`src/rtl/systemizer_pkg.sv`:
```
// systemizer_pkg: shared types and constants for the systemizer matrix memory.
//   mem_state_t  - memory-side sequencer states
//   Def*         - default word width, depth and address width
//   even_parity  - even-parity bit of a (zero-extended) word
package systemizer_pkg;

  localparam int unsigned DefDataW = 4;
  localparam int unsigned DefDepth = 20;
  localparam int unsigned DefAddrW = 5;

  typedef enum logic [1:0] {
    IDLE   = 2'd0,
    LOAD   = 2'd1,
    RUN    = 2'd2,
    UNLOAD = 2'd3
  } mem_state_t;

  // Callers zero-extend narrower words; zeros do not change the parity.
  function automatic logic even_parity(input logic [31:0] data);
    return ^data;
  endfunction

endpackage

```
`src/rtl/systemizer_ram.sv`:
```
// systemizer_ram: single-clock word RAM, one write port and one synchronous read port.
//   clk         - clock
//   we/waddr    - write strobe / address, wdata - write word
//   re/raddr    - read enable / address; rdata updates on the edge after re, holds otherwise
// Reads of the address being written in the same cycle return the new word (write-first).
// Contents are not reset.
module systemizer_ram #(
  parameter int unsigned WIDTH  = 4,
  parameter int unsigned DEPTH  = 20,
  parameter int unsigned ADDR_W = 5
) (
  input  logic              clk,
  input  logic              we,
  input  logic [ADDR_W-1:0] waddr,
  input  logic [WIDTH-1:0]  wdata,
  input  logic              re,
  input  logic [ADDR_W-1:0] raddr,
  output logic [WIDTH-1:0]  rdata
);

  logic [WIDTH-1:0] mem_q [DEPTH];
  logic [WIDTH-1:0] rdata_q;

  always_ff @(posedge clk) begin
    if (we) begin
      mem_q[waddr] <= wdata;
    end
    if (re) begin
      rdata_q <= (we && (waddr == raddr)) ? wdata : mem_q[raddr];
    end
  end

  assign rdata = rdata_q;

endmodule

```
`src/rtl/systemizer_mem.sv`:
```
// systemizer_mem: responder memory for the systemizer plus host load/run/unload sequencer.
//   clk, rst                        - clock, asynchronous active-high reset
//   rd_en/rd_addr -> data_out       - engine read, one-cycle latency, holds when idle
//   wr_en/wr_addr/data_in           - engine write
//   eng_start / eng_done            - engine start pulse out, done pulse in
//   host_load/host_wdata/host_wvalid- stream DEPTH words into RAM
//   host_run                        - start the engine
//   host_unload/host_rdata/host_rvalid/host_rready - stream RAM out, valid/ready
//   busy                            - sequencer not IDLE
//   acc_err                         - sticky: illegal engine access
//   par_err                         - sticky parity error (0 unless SYSTEMIZER_MEM_PARITY_EN)
// Optional build macro: SYSTEMIZER_MEM_PARITY_EN adds a stored even-parity bit per word.
module systemizer_mem
  import systemizer_pkg::*;
#(
  parameter int unsigned DATA_W = DefDataW,
  parameter int unsigned DEPTH  = DefDepth,
  parameter int unsigned ADDR_W = DefAddrW
) (
  input  logic              clk,
  input  logic              rst,
  input  logic              rd_en,
  input  logic [ADDR_W-1:0] rd_addr,
  output logic [DATA_W-1:0] data_out,
  input  logic              wr_en,
  input  logic [ADDR_W-1:0] wr_addr,
  input  logic [DATA_W-1:0] data_in,
  output logic              eng_start,
  input  logic              eng_done,
  input  logic              host_load,
  input  logic [DATA_W-1:0] host_wdata,
  input  logic              host_wvalid,
  input  logic              host_run,
  input  logic              host_unload,
  output logic [DATA_W-1:0] host_rdata,
  output logic              host_rvalid,
  input  logic              host_rready,
  output logic              busy,
  output logic              acc_err,
  output logic              par_err
);

  // One extra bit so the counter can hold DEPTH itself ("all words issued").
  localparam int unsigned CntW = ADDR_W + 1;
  localparam logic [CntW-1:0] DepthC = CntW'(DEPTH);
  localparam logic [CntW-1:0] LastC  = CntW'(DEPTH - 1);
`ifdef SYSTEMIZER_MEM_PARITY_EN
  localparam int unsigned WordW = DATA_W + 1;
`else
  localparam int unsigned WordW = DATA_W;
`endif

  mem_state_t        state_q, state_d;
  logic [CntW-1:0]   cnt_q, cnt_d;
  logic              eng_start_q, eng_start_d;
  logic              acc_err_q, acc_err_d;
  logic [DATA_W-1:0] data_hold_q, data_hold_d;
  logic              eng_rd_q, eng_rd_d;     // in-range engine read landed in RAM output
  logic              eng_oor_q, eng_oor_d;   // out-of-range engine read: present zero
  logic              inflight_q, inflight_d; // unload read landed in RAM output
  logic              out_valid_q, out_valid_d;
  logic [DATA_W-1:0] out_data_q, out_data_d;
  logic              skid_valid_q, skid_valid_d;
  logic [DATA_W-1:0] skid_data_q, skid_data_d;

  logic              ram_we, ram_re;
  logic [ADDR_W-1:0] ram_waddr, ram_raddr;
  logic [DATA_W-1:0] wr_word;
  logic [WordW-1:0]  ram_wdata, ram_rdata;
  logic [DATA_W-1:0] ram_word;

  logic       rd_in, wr_in, pop, issue, unload_last;
  logic [1:0] occ_next;

  assign rd_in    = ({1'b0, rd_addr} < DepthC);
  assign wr_in    = ({1'b0, wr_addr} < DepthC);
  assign ram_word = ram_rdata[DATA_W-1:0];

  // Unload buffer: output register + skid register + one read in flight.
  // A read is issued only if its word is guaranteed a slot, which sustains one word per
  // cycle under steady ready and never overruns under backpressure.
  assign pop         = out_valid_q & host_rready;
  assign occ_next    = 2'(out_valid_q) + 2'(skid_valid_q) + 2'(inflight_q) - 2'(pop);
  assign issue       = (state_q == UNLOAD) && (cnt_q < DepthC) && (occ_next < 2'd2);
  assign unload_last = pop && (cnt_q == DepthC) && !skid_valid_q && !inflight_q;

  // RAM port ownership by state.
  always_comb begin
    ram_we    = 1'b0;
    ram_waddr = '0;
    wr_word   = '0;
    ram_re    = 1'b0;
    ram_raddr = '0;
    case (state_q)
      LOAD: begin
        ram_we    = host_wvalid;
        ram_waddr = cnt_q[ADDR_W-1:0];
        wr_word   = host_wdata;
      end
      RUN: begin
        ram_we    = wr_en & wr_in;
        ram_waddr = wr_addr;
        wr_word   = data_in;
        ram_re    = rd_en & rd_in;
        ram_raddr = rd_addr;
      end
      UNLOAD: begin
        ram_re    = issue;
        ram_raddr = cnt_q[ADDR_W-1:0];
      end
      default: ;
    endcase
  end

`ifdef SYSTEMIZER_MEM_PARITY_EN
  assign ram_wdata = {even_parity(32'(wr_word)), wr_word};
`else
  assign ram_wdata = wr_word;
`endif

  systemizer_ram #(
    .WIDTH  (WordW),
    .DEPTH  (DEPTH),
    .ADDR_W (ADDR_W)
  ) u_ram (
    .clk   (clk),
    .we    (ram_we),
    .waddr (ram_waddr),
    .wdata (ram_wdata),
    .re    (ram_re),
    .raddr (ram_raddr),
    .rdata (ram_rdata)
  );

  // data_out is the fresh RAM word after an engine read, zero after an out-of-range read,
  // otherwise the held previous value (the RAM output is shared with unload).
  always_comb begin
    if (eng_rd_q) begin
      data_out = ram_word;
    end else if (eng_oor_q) begin
      data_out = '0;
    end else begin
      data_out = data_hold_q;
    end
  end

  always_comb begin
    state_d      = state_q;
    cnt_d        = cnt_q;
    eng_start_d  = 1'b0;
    acc_err_d    = acc_err_q;
    data_hold_d  = data_out;
    eng_rd_d     = (state_q == RUN) & rd_en & rd_in;
    eng_oor_d    = rd_en & ~rd_in;
    inflight_d   = issue;
    out_valid_d  = out_valid_q;
    out_data_d   = out_data_q;
    skid_valid_d = skid_valid_q;
    skid_data_d  = skid_data_q;

    if (((rd_en | wr_en) && (state_q != RUN)) || (rd_en && !rd_in) || (wr_en && !wr_in)) begin
      acc_err_d = 1'b1;
    end

    if (!out_valid_q || pop) begin
      if (skid_valid_q) begin
        out_valid_d  = 1'b1;
        out_data_d   = skid_data_q;
        skid_valid_d = inflight_q;
        skid_data_d  = inflight_q ? ram_word : skid_data_q;
      end else begin
        out_valid_d  = inflight_q;
        out_data_d   = inflight_q ? ram_word : out_data_q;
        skid_valid_d = 1'b0;
      end
    end else if (inflight_q) begin
      skid_valid_d = 1'b1;
      skid_data_d  = ram_word;
    end

    case (state_q)
      IDLE: begin
        if (host_load) begin
          state_d = LOAD;
          cnt_d   = '0;
        end else if (host_run) begin
          state_d     = RUN;
          eng_start_d = 1'b1;
        end else if (host_unload) begin
          state_d = UNLOAD;
          cnt_d   = '0;
        end
      end
      LOAD: begin
        if (host_wvalid) begin
          if (cnt_q == LastC) begin
            state_d = IDLE;
            cnt_d   = '0;
          end else begin
            cnt_d = cnt_q + CntW'(1);
          end
        end
      end
      RUN: begin
        if (eng_done) begin
          state_d = IDLE;
        end
      end
      UNLOAD: begin
        if (issue) begin
          cnt_d = cnt_q + CntW'(1);
        end
        if (unload_last) begin
          state_d = IDLE;
          cnt_d   = '0;
        end
      end
      default: state_d = IDLE;
    endcase
  end

  always_ff @(posedge clk or posedge rst) begin
    if (rst) begin
      state_q      <= IDLE;
      cnt_q        <= '0;
      eng_start_q  <= 1'b0;
      acc_err_q    <= 1'b0;
      data_hold_q  <= '0;
      eng_rd_q     <= 1'b0;
      eng_oor_q    <= 1'b0;
      inflight_q   <= 1'b0;
      out_valid_q  <= 1'b0;
      out_data_q   <= '0;
      skid_valid_q <= 1'b0;
      skid_data_q  <= '0;
    end else begin
      state_q      <= state_d;
      cnt_q        <= cnt_d;
      eng_start_q  <= eng_start_d;
      acc_err_q    <= acc_err_d;
      data_hold_q  <= data_hold_d;
      eng_rd_q     <= eng_rd_d;
      eng_oor_q    <= eng_oor_d;
      inflight_q   <= inflight_d;
      out_valid_q  <= out_valid_d;
      out_data_q   <= out_data_d;
      skid_valid_q <= skid_valid_d;
      skid_data_q  <= skid_data_d;
    end
  end

`ifdef SYSTEMIZER_MEM_PARITY_EN
  logic par_err_q, par_err_d;

  // Stored word including its parity bit must have even overall parity.
  always_comb begin
    par_err_d = par_err_q;
    if ((eng_rd_q || inflight_q) && even_parity(32'(ram_rdata))) begin
      par_err_d = 1'b1;
    end
  end

  always_ff @(posedge clk or posedge rst) begin
    if (rst) begin
      par_err_q <= 1'b0;
    end else begin
      par_err_q <= par_err_d;
    end
  end

  assign par_err = par_err_q;
`else
  assign par_err = 1'b0;
`endif

  assign eng_start   = eng_start_q;
  assign busy        = (state_q != IDLE);
  assign acc_err     = acc_err_q;
  assign host_rvalid = out_valid_q;
  assign host_rdata  = out_data_q;

endmodule

```
`config.mk`:
```
export PLATFORM = sky130hd
export DESIGN_NAME = systemizer_mem
export DESIGN_NICKNAME = d
export VERILOG_FILES = /design/src/rtl/systemizer_pkg.sv /design/src/rtl/systemizer_ram.sv /design/src/rtl/systemizer_mem.sv
export SDC_FILE = /design/constraint.sdc
export NUM_CORES = 1
export LEC_CHECK = 0
export BUFFER_PORTS_ARGS = -buffer_cell sky130_fd_sc_hd__buf_2
export CAP_MARGIN = 10
export CORE_ASPECT_RATIO = 1.4
export CORE_MARGIN = 5
export CORE_UTILIZATION = 33
export DETAILED_ROUTE_END_ITERATION = 6
export PLACE_DENSITY = 0.49
export SLEW_MARGIN = 15
export SYNTH_ARGS = -nofsm -noshare
export SYNTH_HDL_FRONTEND = slang
export SYNTH_SLANG_ARGS = --single-unit
```
`constraint.sdc`:
```
create_clock -name clk -period 5.1 [get_ports clk]
set_input_delay 0.255 -clock clk [delete_from_list [all_inputs] [get_ports clk]]
set_output_delay 0.255 -clock clk [all_outputs]
set_load 0.01 [all_outputs]
```
* After elaboration in Yosys (flattened, before gate mapping)
Memory sizes are Yosys's and may differ from the RTL's. A register that Yosys moved wholly into a read port is not among the register bits. Cells that the tools add are included.
Word-level totals: bits of input ports 28, bits in writable memories 80, flip-flop bits (word level) 27, logic and storage cells 105, output and inout port bits 13, memories 1
Memory list:
- u_ram.mem_q | depth 20, bits a word 4, rd ports 1, clocked after Yosys merged registers in 1, write ports 1, line systemizer_ram.sv:21 | logic [WIDTH-1:0] mem_q [DEPTH];
Cells by class: mux-type cells 37, eq/ne operators 15, bitwise logic cells 8, order comparisons 4, add/subtract/negate cells 4, reductions and logical operators 24
Operators by type and width (count):
- 6-bit 2-to-1 mux | 7
- 4-bit 2-to-1 mux | 7
- 5-bit one-hot mux with 2 select lines | 2
- 6-bit one-hot mux with 3 select lines | 1
- 2-bit 2-to-1 mux | 7
- 6-bit by 5-bit == test with 1-bit output, second input constant | 2
- 2-bit != test, second input constant | 6
- 5-bit less-than comparator, second input constant | 2
- 5-bit AND reduction | 2
- 1-bit 2-to-1 mux | 9
- 3-bit != test, second input constant | 3
- 1-bit logical AND | 8
- 2-bit one-hot mux with 4 select lines | 1
- 4-bit one-hot mux with 2 select lines | 1
- 6-bit by 1-bit adder with 6-bit output, second input constant | 1
- 1-bit bitwise AND | 6
- 6-bit by 5-bit less-than comparator with 1-bit output, second input constant | 1
- 2-bit nonzero test | 3
- 1-bit zero test | 5
- 2-bit == test, second input constant | 2
- 4-bit != test, second input constant | 1
- 1-bit one-hot mux with 2 select lines | 2
- 1-bit logical OR | 3
- 3-bit nonzero test | 1
- 9 further kinds | 9

* Longest topological paths before layout
Gate-level depths: netlist (run 1).
depth in word-level cells 8, gate-level depth with buffers 10, depth with buffers taken out 10

* By module
Synthesis (run 1) repeated with hierarchy kept, for this count alone.
Unflattened totals: cells, all modules 375, area, all modules 5158.7 um^2
By module, submodules not included:
- systemizer_ram | cells each 199, times used 1, seq. area each 2522.4 um^2, area each 3488.3 um^2
- systemizer_mem | cells each 176, times used 1, seq. area each 675.6 um^2, area each 1670.4 um^2

* Worst setup path before layout (run 1)
OpenSTA, ideal clock, no wires.
kind flip-flop to flip-flop, start register out_valid_q (netlist: host_rvalid), end register cnt_q[5], cell stages (with the launch flop) 11, arrival 2.302 ns, period minus slack after synthesis 2.412 ns, data required time 4.990 ns, setup time 0.110 ns, slack 2.688 ns, buffers on the path 0, cell sequence dfrtp_1 > and2_1 > ha_1 > inv_1 > ha_1 > a21oi_1 > xor2_1 > and4b_1 > o21ai_2 > or2_4 > o41ai_1
Between the ends: word-level cells in the longest chain between the ends 7, elaborated cells on any way between the ends 13, classes of those cells 3 x add/sub; 1 x order compare; 1 x eq/ne; 2 x mux; 1 x bitwise; 5 x reduce/logical
Ends and longest elaborated chain:
- start, declared | line systemizer_mem.sv:61 | logic out_valid_q, out_valid_d;
- start signal, assigned | line systemizer_mem.sv:245 | out_valid_q <= out_valid_d;
- 1-bit by 1-bit adder with 2-bit output | line systemizer_mem.sv:83 | assign occ_next = 2'(out_valid_q) + 2'(skid_valid_q) + 2'(inflight_q) - 2'(pop);
- 2-bit by 1-bit adder with 2-bit output | line systemizer_mem.sv:83
- 2-bit by 1-bit subtractor with 2-bit output (*) | line systemizer_mem.sv:83
- 2-bit less-than comparator (*) | line systemizer_mem.sv:84 | assign issue = (state_q == UNLOAD) && (cnt_q < DepthC) && (occ_next < 2'd2);
- 1-bit logical AND (*) | line systemizer_mem.sv:84
- named net inflight_d | line systemizer_mem.sv:60 | logic inflight_q, inflight_d;
- 3-bit != test (no source line) (*)
- 5-bit AND reduction (no source line) (*)
- end signal, assigned | line systemizer_mem.sv:238 | cnt_q <= cnt_d;
- end, declared | line systemizer_mem.sv:54 | logic [CntW-1:0] cnt_q, cnt_d;
Mark *: on every way through the listed nets, which the timed path passes. The rest lies on a longest branch. A chain may end at the register's enable or synchronous reset.

* Worst setup path in the final report (run 1)
start register state_q[1], end register u_ram.rdata_q[3] (netlist: u_ram.rdata[3]), read port of u_ram.mem_q, data pin
Between the ends: word-level cells in the longest chain between the ends 4, elaborated cells on any way between the ends 6, classes of those cells 2 x eq/ne; 2 x mux; 2 x reduce/logical
Ends and longest elaborated chain:
- start, declared | line systemizer_mem.sv:53 | mem_state_t state_q, state_d;
- start signal, assigned | line systemizer_mem.sv:237 | state_q <= state_d;
- 2-bit == test | line systemizer_mem.sv:84, systemizer_mem.sv:94
- 1-bit logical AND (2 in a row) | line systemizer_mem.sv:84
- 1-bit one-hot mux with 2 select lines | line systemizer_mem.sv:94 | case (state_q)
- end, declared | line systemizer_ram.sv:22 | logic [WIDTH-1:0] rdata_q;
Parallel ways exist; a longest one is shown, timed or not.

==> results.ini, run 1 <==
[run_status]
status = completed

[sta]
drv_slew = 0
hold_violations = 0
finalSetupTns_ns = 0
period_share_pct = 62.52
rsz0062_at_grt = false
max_freq_ghz = 0.3136
tightestPinTransition_ns = 0.8668
skew_ns = 0.007742
slew_headroom_pct = 42.21
setup_viol = 0
period_minus_slack_ns = 3.188

[floorplan]
ios = 41
rows = 55
core-area_um2 = 16100
die_h_um = 161.2
initial_core_util_pct = 33.47
dieArea_um2 = 19020
die_x_um = 118

[setup_path]
crit_start = state_q[1]
slowest_delay_ns = 0.83
rr_startpoint = state_q[1]
cp_common_cell = mux2i_1
criticalPathCategory = reg2reg
start_kind = flop
cp_cell_sequence = ha_1 -> a22o_1 -> mux2i_1 -> mux2i_1 -> o221a_2 -> a211oi_1 -> a21oi_1
r2r_slack_ns = 1.91
arrival_ns = 3.28
crit_required_ns = 5.19
worstPathMaxFanout = 23
slowest_stage = a22o_1
r2r_cells = 7
endpoint_kind = flop

[finish]
antenna_cells = 0
area_growth_pct = 13.88
layout_commonest_cell = edfxtp_1
multiInputGateArea_um2 = 2028
fillers = 1582
fin_nets = 522
ff_latch_area_um2 = 3198
layout-drive-gt1-share_pct = 17.38
fin_area_um2 = 6137
layout_common_cells = edfxtp_1 (84), nand2_1 (45), buf_2 (39), nor2_1 (38), mux2i_1 (28)

[logic_synthesis]
yosysSeqAreaShare_pct = 59.35
synth_seq_cells = 111
synth_edf_count = 84
synth.avg_cell_area_um2 = 11.98
syn_area_um2 = 5389
synth_fp_nets = 488
yosys_warnings = 0
synthCells = 450
ys_types = 58
synth_top_flop_cell = edfxtp_1
async_flop_share_pct = 24.32

[grt]
use_met1_pct = 17.54
first_global_vias = 3821
grt_use_met3_pct = 3.398
grt.busiest_layer = met2
gr-total-overflow = 0
antenna_found_initial = 0
met2_usage_pct = 25.77
track_usage_pct = 14.94
grt_pass1_wl_um = 21980
grt_max_degree = 40

[placement]
dpl_cell_area_um2 = 5779
port-buffer-count = 39
dp.final_hpwl_um = 10280
place_congestion = 0.8399

[drt]
route.detailed.drc = 0
drt-total-wl_um = 13890
ant_nets = 0
drt_iter0_drc = 263
vias = 3726
avgRoutedWirePerCell_um = 20.19
vias_per_cell = 5.416
dr.pass1.iters = 5

[clock_network]
cts_tree = yes
h-tree-depth = 3
clock-root-buffer = clkbuf_16
clk_latency_ns = 0.36
cts.clk_slew.worst_paths_ns = 0.08
cts_buffers = 9
clk_path_buf_depth = 2
cts_sinks = 111

[min_path]
holdCritStartpoint = rd_en
hold_class = in2reg
whs_path_depth = 3

[job]
max_cap_violations = 0

[pwr]
p_per_area_nw_per_um2 = 456.6
power_leakage_uw = 0.002327
ir_drop_mv = 0.1909

-- critical path: cells and delay by family, from the launching register on --
| kind | cells | cell delay [ns] |
|---|---|---|
| AO/OA/AOI/OAI | 4 | 1.40 |
| adder cells (fa/ha/maj) | 1 | 0.68 |
| multiplexers | 2 | 0.42 |
| flip-flops | 1 | 0.41 |
-- cell usage after synthesis, types with 11 or more instances --
master	number	area [um^2]
nor2_1	38	142.6
nand2_1	45	168.9
dfrtp_1	27	675.7
clkbuf_1	13	48.80
buf_2	11	55.05
o21ai_0	25	125.1
mux2i_1	28	280.3
inv_1	15	56.30
a22oi_1	16	120.1
edfxtp_1	84	2522
a21oi_1	16	80.08
nand3_1	11	55.05
-- registers in the layout, summed over array words and instances (netlist names) --
| register | count |
|---|---|
| state_q | 2 |
| eng_rd_q | 1 |
| u_ram.rdata | 4 |
| u_ram.mem_q | 80 |
| inflight_q | 1 |
| acc_err | 1 |
| skid_data_q | 4 |
| host_rvalid | 1 |
| cnt_q | 6 |
| data_hold_q | 4 |
| skid_valid_q | 1 |
| eng_start | 1 |
| host_rdata | 4 |
| eng_oor_q | 1 |
-- per-layer routing --
metal / routed length (um) / up-vias / part of all wire [%]
met5: 0 / - / 0
met4: 516 / 0 / 3.7
met3: 663 / 20 / 4.8
met2: 7114 / 103 / 51
met1: 5596 / 1843 / 40
li1: - / 1760 / -
-- cells by family after synthesis --
logic type,after synthesis,share of synthesized area [%]
and+or+nand+nor,134,11.93
other,1,0.06959
adders and majority gates,10,2.322
DFF,111,59.35
muxes,38,8.126
AOI/OAI and AO/OA,113,14.60
xor gates and xnor gates,3,0.4877
buffers and inverters,40,3.111
-- area by class of cell --
cell class,count,share of cell area (%)
Clock buffer,9,3.670
Sequential cell,111,52.11
Timing Repair Buffer,48,4.648
Tap cell,199,4.057
Multi-Input combinational cell,299,33.05
Inverter,15,0.9174
Clock inverter,7,1.549
-- what timing repair did --
item                       4_1_cts  5_1_grt
hold buffers                     0        1
setup buffers                    0        0
setup endpoints to repair        0        0
hold endpoints to repair         0        7
gates resized for setup          0        0
-- metrics by stage --
step                      total power (uW)  setup WS (ns)  util (%)  std cells  hold WS [ns]
after detailed placement              2073          1.948     35.89        670        0.4894
after global routing                  2964          1.762     38.11        688        0.1401
final                                 2802          1.912     38.11        688        0.1364
after global placement                2056          2.084     35.89        670        0.4666
after CTS                             2830          1.933     37.88        686        0.1316
after floorplan                       1784          2.688         -        450        0.3077
-- path summary, 6_finish.rpt --
path                                  end
max                        u_ram.rdata[3]
min                             eng_oor_q
max reg2reg                u_ram.rdata[3]
min reg2reg                data_hold_q[0]
max in group asynchronous  data_hold_q[0]
min in group asynchronous        cnt_q[3]
-- power by group --
part | switching [uW] | internal (uW)
combinational | 549 | 311
clock | 362 | 397
sequential | 66.6 | 1120
No activity file was read; power rests on OpenSTA's default activity.
==> run 2, diff against run 1 <==
--- a/config.mk
+++ b/config.mk
@@ -11,7 +11,7 @@
 export CORE_MARGIN = 5
 export CORE_UTILIZATION = 33
 export DETAILED_ROUTE_END_ITERATION = 6
-export PLACE_DENSITY = 0.49
+export PLACE_DENSITY = 0.51
 export SLEW_MARGIN = 15
 export SYNTH_ARGS = -nofsm -noshare
 export SYNTH_HDL_FRONTEND = slang
==> constraint.sdc (replaced) <==
create_clock -name clk -period 2.6 [get_ports clk]
set_input_delay 0.13 -clock clk [delete_from_list [all_inputs] [get_ports clk]]
set_output_delay 0.13 -clock clk [all_outputs]
set_load 0.01 [all_outputs]
==> results.ini, run 2 (synthesized netlist as in run 1, its figures left out) <==
[run_status]
status = completed

[grt]
track_usage_pct = 15.41  ; +0.48 points
grt_pass1_wl_um = 22650  ; +3.0%
antenna_found_initial = 0  ; unchanged
met2_usage_pct = 28.50  ; +2.7 points
grt.busiest_layer = met2
grt_max_degree = 28  ; -30%
gr-total-overflow = 0  ; unchanged
use_met1_pct = 17.11  ; -0.43 points
grt_use_met3_pct = 2.382  ; -1.0 points
first_global_vias = 4001  ; +4.7%

[job]
max_cap_violations = 0  ; unchanged

[sta]
period_minus_slack_ns = 2.471  ; -0.7169 ns
whs_ns = 0.02171  ; -0.1147 ns
drv_slew = 0  ; unchanged
setup_viol = 0  ; unchanged
max_freq_ghz = 0.4046  ; +29%
fin_ws_ns = 0.1286  ; -1.783 ns
period_share_pct = 95.06  ; +33 points
finalSetupTns_ns = 0  ; unchanged
hold_violations = 0  ; unchanged
skew_ns = 0.007386  ; -0.0003566 ns

[placement]
pre_cts_ws_ns = 0.04266  ; -1.906 ns
port-buffer-count = 39  ; unchanged
place_congestion = 0.9131  ; +8.7%
dp.final_hpwl_um = 10910  ; +6.1%

[clock_network]
cts_buffers = 9  ; unchanged
cts.clk_slew.worst_paths_ns = 0.08  ; about the same
clk_latency_ns = 0.36  ; about the same
clk_path_buf_depth = 2  ; unchanged
cts_tree = yes
cts_sinks = 111  ; unchanged
clock-root-buffer = clkbuf_16
h-tree-depth = 3  ; unchanged

[finish]
antenna_cells = 0  ; unchanged
fin_nets = 555  ; +6.3%
layout_common_cells = edfxtp_1 (84), nand2_1 (45), buf_2 (39), buf_4 (38), nor2_1 (37)
utilization_pct = 39.77  ; +1.7 points
regMostFlops = u_ram.mem_q
layout_commonest_cell = edfxtp_1
layout-drive-gt1-share_pct = 23.95  ; +6.6 points
top_regs = u_ram.mem_q: 80 flops, cnt_q: 6 flops
area_growth_pct = 18.85
largest_register_ff_count = 80  ; unchanged

[floorplan]
initial_core_util_pct = 33.47  ; unchanged
ios = 41  ; unchanged
dieArea_um2 = 19020  ; unchanged
die_x_um = 118  ; unchanged
die_h_um = 161.2  ; unchanged
rows = 55  ; unchanged
core-area_um2 = 16100  ; unchanged

[min_path]
hold_class = in2reg

[pwr]
internal-power_uw = 3694  ; +100%
pwr-share-comb_pct = 35.3  ; +4.6 points
power_leakage_uw = 0.002495  ; +7.2%
pwr-share-seq_pct = 40.1  ; -2.1 points
ir_drop_mv = 0.4179  ; +120%
clkPwrFrac_pct = 24.5  ; -2.6 points
power_switching_share_pct = 35.15  ; +0.27 points
p_per_area_nw_per_um2 = 889.4  ; +95%
p_switching_uw = 2002  ; +100%

[setup_path]
start_kind = flop
cp_cell_sequence = ha_2 -> a22oi_2 -> buf_12 -> mux2i_1 -> mux2i_1 -> o221a_2 -> a211oi_1 -> a21oi_1
slowest_stage = dfrtp_1
worstPathMaxFanout = 22  ; -4.3%
cp_common_cell = mux2i_1
criticalPathCategory = reg2reg
slowest_delay_ns = 0.44  ; -0.39 ns
crit_required_ns = 2.71  ; -2.48 ns
endpoint_kind = flop
arrival_ns = 2.58  ; -0.70 ns

[drt]
drt-total-wl_um = 14500  ; +4.3%
avgRoutedWirePerCell_um = 20.10  ; -0.43%
dr.pass1.iters = 4  ; -1
drt_iter0_drc = 310  ; +18%
vias_per_cell = 5.297  ; -2.2%
vias = 3819  ; +2.5%
ant_nets = 0  ; unchanged
route.detailed.drc = 0  ; unchanged

==> run 2: cell count changes in the layout (fill, tap and decap cells not counted), moves of 3 or more <==
cell    delta
buf_4     +31
ha_1       -4
ha_2       +4
buf_12     +3
==> run 2: through the flow <==
step / power (uW) / instance area (um^2) / std cells
final: 5696 / 6405 / 721
after detailed placement: 4328 / 6072 / 704
after global routing: 6018 / 6405 / 721
after floorplan: 3500 / 5389 / 450
after CTS: 5717 / 6375 / 721
after global placement: 4304 / 6072 / 704
==> run 2: per-layer routing <==
| metal | vias to the layer above | wire length (um) | share of wire (%) |
|---|---|---|---|
| met5 | - | 0 | 0 |
| met2 | 69 | 7887 | 54 |
| met3 | 34 | 355 | 2.4 |
| met1 | 1887 | 5670 | 39 |
| met4 | 0 | 582 | 4.0 |
| li1 | 1829 | - | - |
==> run 2: repair_timing <==
| item | in CTS | in global routing |
|---|---|---|
| endpoints found under the hold margin | 27 | 0 |
| resized for setup | 0 | 9 |
| setup endpoints to repair | 0 | 45 |
| hold buffers | 1 | 0 |
| buffers inserted | 0 | 0 |
==> run 2: critical path: cells and delay by family, from the launching register on <==
family | cells | cell delay (ns)
mux | 2 | 0.38
buf+inv | 1 | 0.22
flops | 1 | 0.44
compound gates | 4 | 0.90
fa+ha+maj | 1 | 0.26
==> run 2: worst paths after layout <==
| kind | endpoint | slack [ns] | from | cells past startpoint |
|---|---|---|---|---|
| worst max-delay path | u_ram.rdata[3] | 0.13 | state_q[1] | 8 |
| worst min-delay path | acc_err | 0.02 | wr_en | 2 |
| worst max register to register | u_ram.rdata[3] | 0.13 | state_q[1] | 8 |
| worst min register to register | acc_err | 0.48 | acc_err | 1 |
| max in group asynchronous | data_hold_q[2] | 1.97 | rst | 4 |
| min in group asynchronous | state_q[1] | 0.36 | rst | 4 |
==> run 2: layout make-up <==
class | count | area [um^2]
clock buffers | 9 | 225.2
multi-input cells | 299 | 2058
fillers | 1572 | 9698
repair buffers | 81 | 550.5
flip-flops and latches | 111 | 3198
clock inverters | 7 | 67.56
inverters | 15 | 56.30
well taps | 199 | 249.0
==> run 2: power by group through the flow <==
stage / combinational, uW / clock (uW) / sequential, uW
6_report: 2010 / 1400 / 2290
5_1_grt: 2200 / 1500 / 2310
4_1_cts: 2010 / 1420 / 2290
3_5_place_dp: 2000 / 0 / 2330
3_3_place_gp: 1980 / 0 / 2330
2_1_floorplan: 1180 / 0 / 2320
==> run 3, diff against run 2 <==
==> constraint.sdc (replaced) <==
create_clock -name clk -period 2.6 [get_ports clk]
set_input_delay 0.26 -clock clk [delete_from_list [all_inputs] [get_ports clk]]
set_output_delay 0.26 -clock clk [all_outputs]
set_load 0.01 [all_outputs]
==> results.ini, run 3 (synthesized netlist as in run 1, its figures left out) <==
[grt]
grt_pass1_wl_um = 22220  ; -1.9%
grt_max_degree = 28  ; unchanged
first_global_vias = 4000  ; -0.025%
track_usage_pct = 14.82  ; -0.60 points
gr-total-overflow = 0  ; unchanged
antenna_found_initial = 0  ; unchanged

[drt]
ant_nets = 0  ; unchanged
dr.pass1.iters = 4  ; unchanged
drt-total-wl_um = 14100  ; -2.7%
vias = 3834  ; +0.39%
vias_per_cell = 5.325  ; +0.53%
route.detailed.drc = 0  ; unchanged
drt_iter0_drc = 249  ; -20%
avgRoutedWirePerCell_um = 19.58  ; -2.6%

[finish]
regMostFlops = u_ram.mem_q
fin_area_um2 = 6426  ; +0.33%
antenna_cells = 0  ; unchanged
fin_nets = 554  ; -0.18%
ff_latch_area_um2 = 3198  ; unchanged
area_growth_pct = 19.25
layout-drive-gt1-share_pct = 25.53  ; +1.6 points
top_regs = u_ram.mem_q: 80 flops, cnt_q: 6 flops
largest_register_ff_count = 80  ; unchanged
layout_common_cells = edfxtp_1 (84), nand2_1 (45), buf_2 (39), buf_4 (37), nor2_1 (29)
fillers = 1554  ; -1.1%
layout_commonest_cell = edfxtp_1
multiInputGateArea_um2 = 2087  ; +1.4%

[floorplan]
core-area_um2 = 16100  ; unchanged
ios = 41  ; unchanged
die_x_um = 118  ; unchanged
dieArea_um2 = 19020  ; unchanged
die_h_um = 161.2  ; unchanged
initial_core_util_pct = 33.47  ; unchanged
rows = 55  ; unchanged

[placement]
dpl_cell_area_um2 = 6065  ; -0.12%
port-buffer-count = 39  ; unchanged
place_congestion = 0.9202  ; +0.78%
dp.final_hpwl_um = 10710  ; -1.9%

[sta]
setup_viol = 0  ; unchanged
period_share_pct = 96.12  ; +1.1 points
drv_slew = 0  ; unchanged
skew_ns = 0.01019  ; +0.002808 ns
slew_headroom_pct = 53.68
finalSetupTns_ns = 0  ; unchanged
rsz0062_at_grt = true
tightestPinTransition_ns = 0.6916
period_minus_slack_ns = 2.499  ; +0.02770 ns
max_freq_ghz = 0.4001  ; -1.1%
hold_violations = 0  ; unchanged

[pwr]
p_per_area_nw_per_um2 = 883.1  ; -0.70%
power_switching_share_pct = 35.10  ; -0.057 points
clkPwrFrac_pct = 24.2  ; -0.3 points
power_leakage_uw = 0.002486  ; -0.37%
pwr-share-comb_pct = 35.5  ; +0.2 points
pwr-share-seq_pct = 40.4  ; +0.3 points
p_switching_uw = 1992  ; -0.53%
internal-power_uw = 3683  ; -0.28%
ir_drop_mv = 0.5033  ; +20%

[setup_path]
r2r_cells = 10  ; +2
r2r_slack_ns = 0.10  ; -0.03 ns
endpoint_kind = flop
crit_required_ns = 2.84  ; +0.13 ns
start_kind = flop
arrival_ns = 2.74  ; +0.16 ns
rr_startpoint = host_rvalid
worstPathMaxFanout = 5  ; -77%
timing.rr.end = cnt_q[5]
criticalPathCategory = reg2reg

[clock_network]
clk_latency_ns = 0.35  ; about the same
clk_path_buf_depth = 2  ; unchanged
h-tree-depth = 3  ; unchanged
cts_sinks = 111  ; unchanged
post_cts_buffers = 0  ; unchanged
cts_tree = yes
cts_buffers = 9  ; unchanged
cts.clk_slew.worst_paths_ns = 0.08  ; about the same
clock-root-buffer = clkbuf_16

[run_status]
status = completed

[min_path]
worstHoldEndpoint = acc_err
hold_class = in2reg
holdCritStartpoint = wr_en
whs_path_depth = 2  ; unchanged

[job]
max_cap_violations = 0  ; unchanged

run 3: critical path, cell delays in order, from the launching register on:
cell and delay (ns):
dfrtp_1 0.42, and2_1 0.18, ha_1 0.26, inv_1 0.04, ha_1 0.28, a21oi_2 0.14
xor2_1 0.17, and4b_2 0.28, o21ai_2 0.07, or2_4 0.28, o41ai_2 0.27
run 3: final cells by class:
class,count,share of cell area (%)
Clock buffer,9,3.505
Tap cell,199,3.875
Sequential cell,111,49.77
Clock inverter,7,1.051
Inverter,15,0.8762
Multi-Input combinational cell,299,32.48
Timing Repair Buffer,80,8.450
run 3: worst max-delay path by stage:
| stage | end | cells after the start | start | slack (ns) |
|---|---|---|---|---|
| after global placement | u_ram.rdata[1] | 9 | state_q[1] | 0.008 |
| after detailed placement | cnt_q[5] | 10 | host_rvalid | -0.003 |
| after floorplan | cnt_q[5] | 10 | host_rvalid | 0.19 |
| after global routing | u_ram.mem_q[14][1] | 7 | state_q[0] | -0.05 |
| final | cnt_q[5] | 10 | host_rvalid | 0.10 |
| after CTS | u_ram.rdata[1] | 9 | state_q[1] | 0.03 |
run 3: repair_timing:
| item | in CTS | in global routing |
|---|---|---|
| setup endpoints to repair | 1 | 78 |
| resized for setup | 2 | 17 |
| endpoints found under the hold margin | 27 | 0 |
| hold buffers | 1 | 0 |
run 3: stage by stage:
| stage | cells | util, % | setup slack, ns | hold slack, ns | power (uW) |
|---|---|---|---|---|---|
| detailed placement | 703 | 37.66 | -0.003381 | 0.3464 | 4306 |
| global placement | 703 | 37.66 | 0.007702 | 0.3387 | 4286 |
| CTS | 720 | 39.60 | 0.02675 | 0.1585 | 5676 |
| finish | 720 | 39.91 | 0.1009 | 0.1640 | 5675 |
| global route | 720 | 39.91 | -0.04591 | 0.1732 | 5983 |
| floorplan | 450 | - | 0.1880 | 0.3127 | 3500 |
run 3: power by group through the flow:
stage               clock network, uW  registers, uW  logic, uW
CTS                              1400           2290       1990
global placement                    0           2330       1960
floorplan                           0           2320       1180
finish                           1370           2290       2010
detailed placement                  0           2330       1970
global route                     1470           2320       2200
run 3: routing by layer:
layer,up-vias,GRT usage (%),routed length (um)
met1,1928,16.04,5457
met2,61,28.89,7942
met4,0,4.956,341
met5,-,0,0
li1,1827,-,-
met3,18,2.382,357
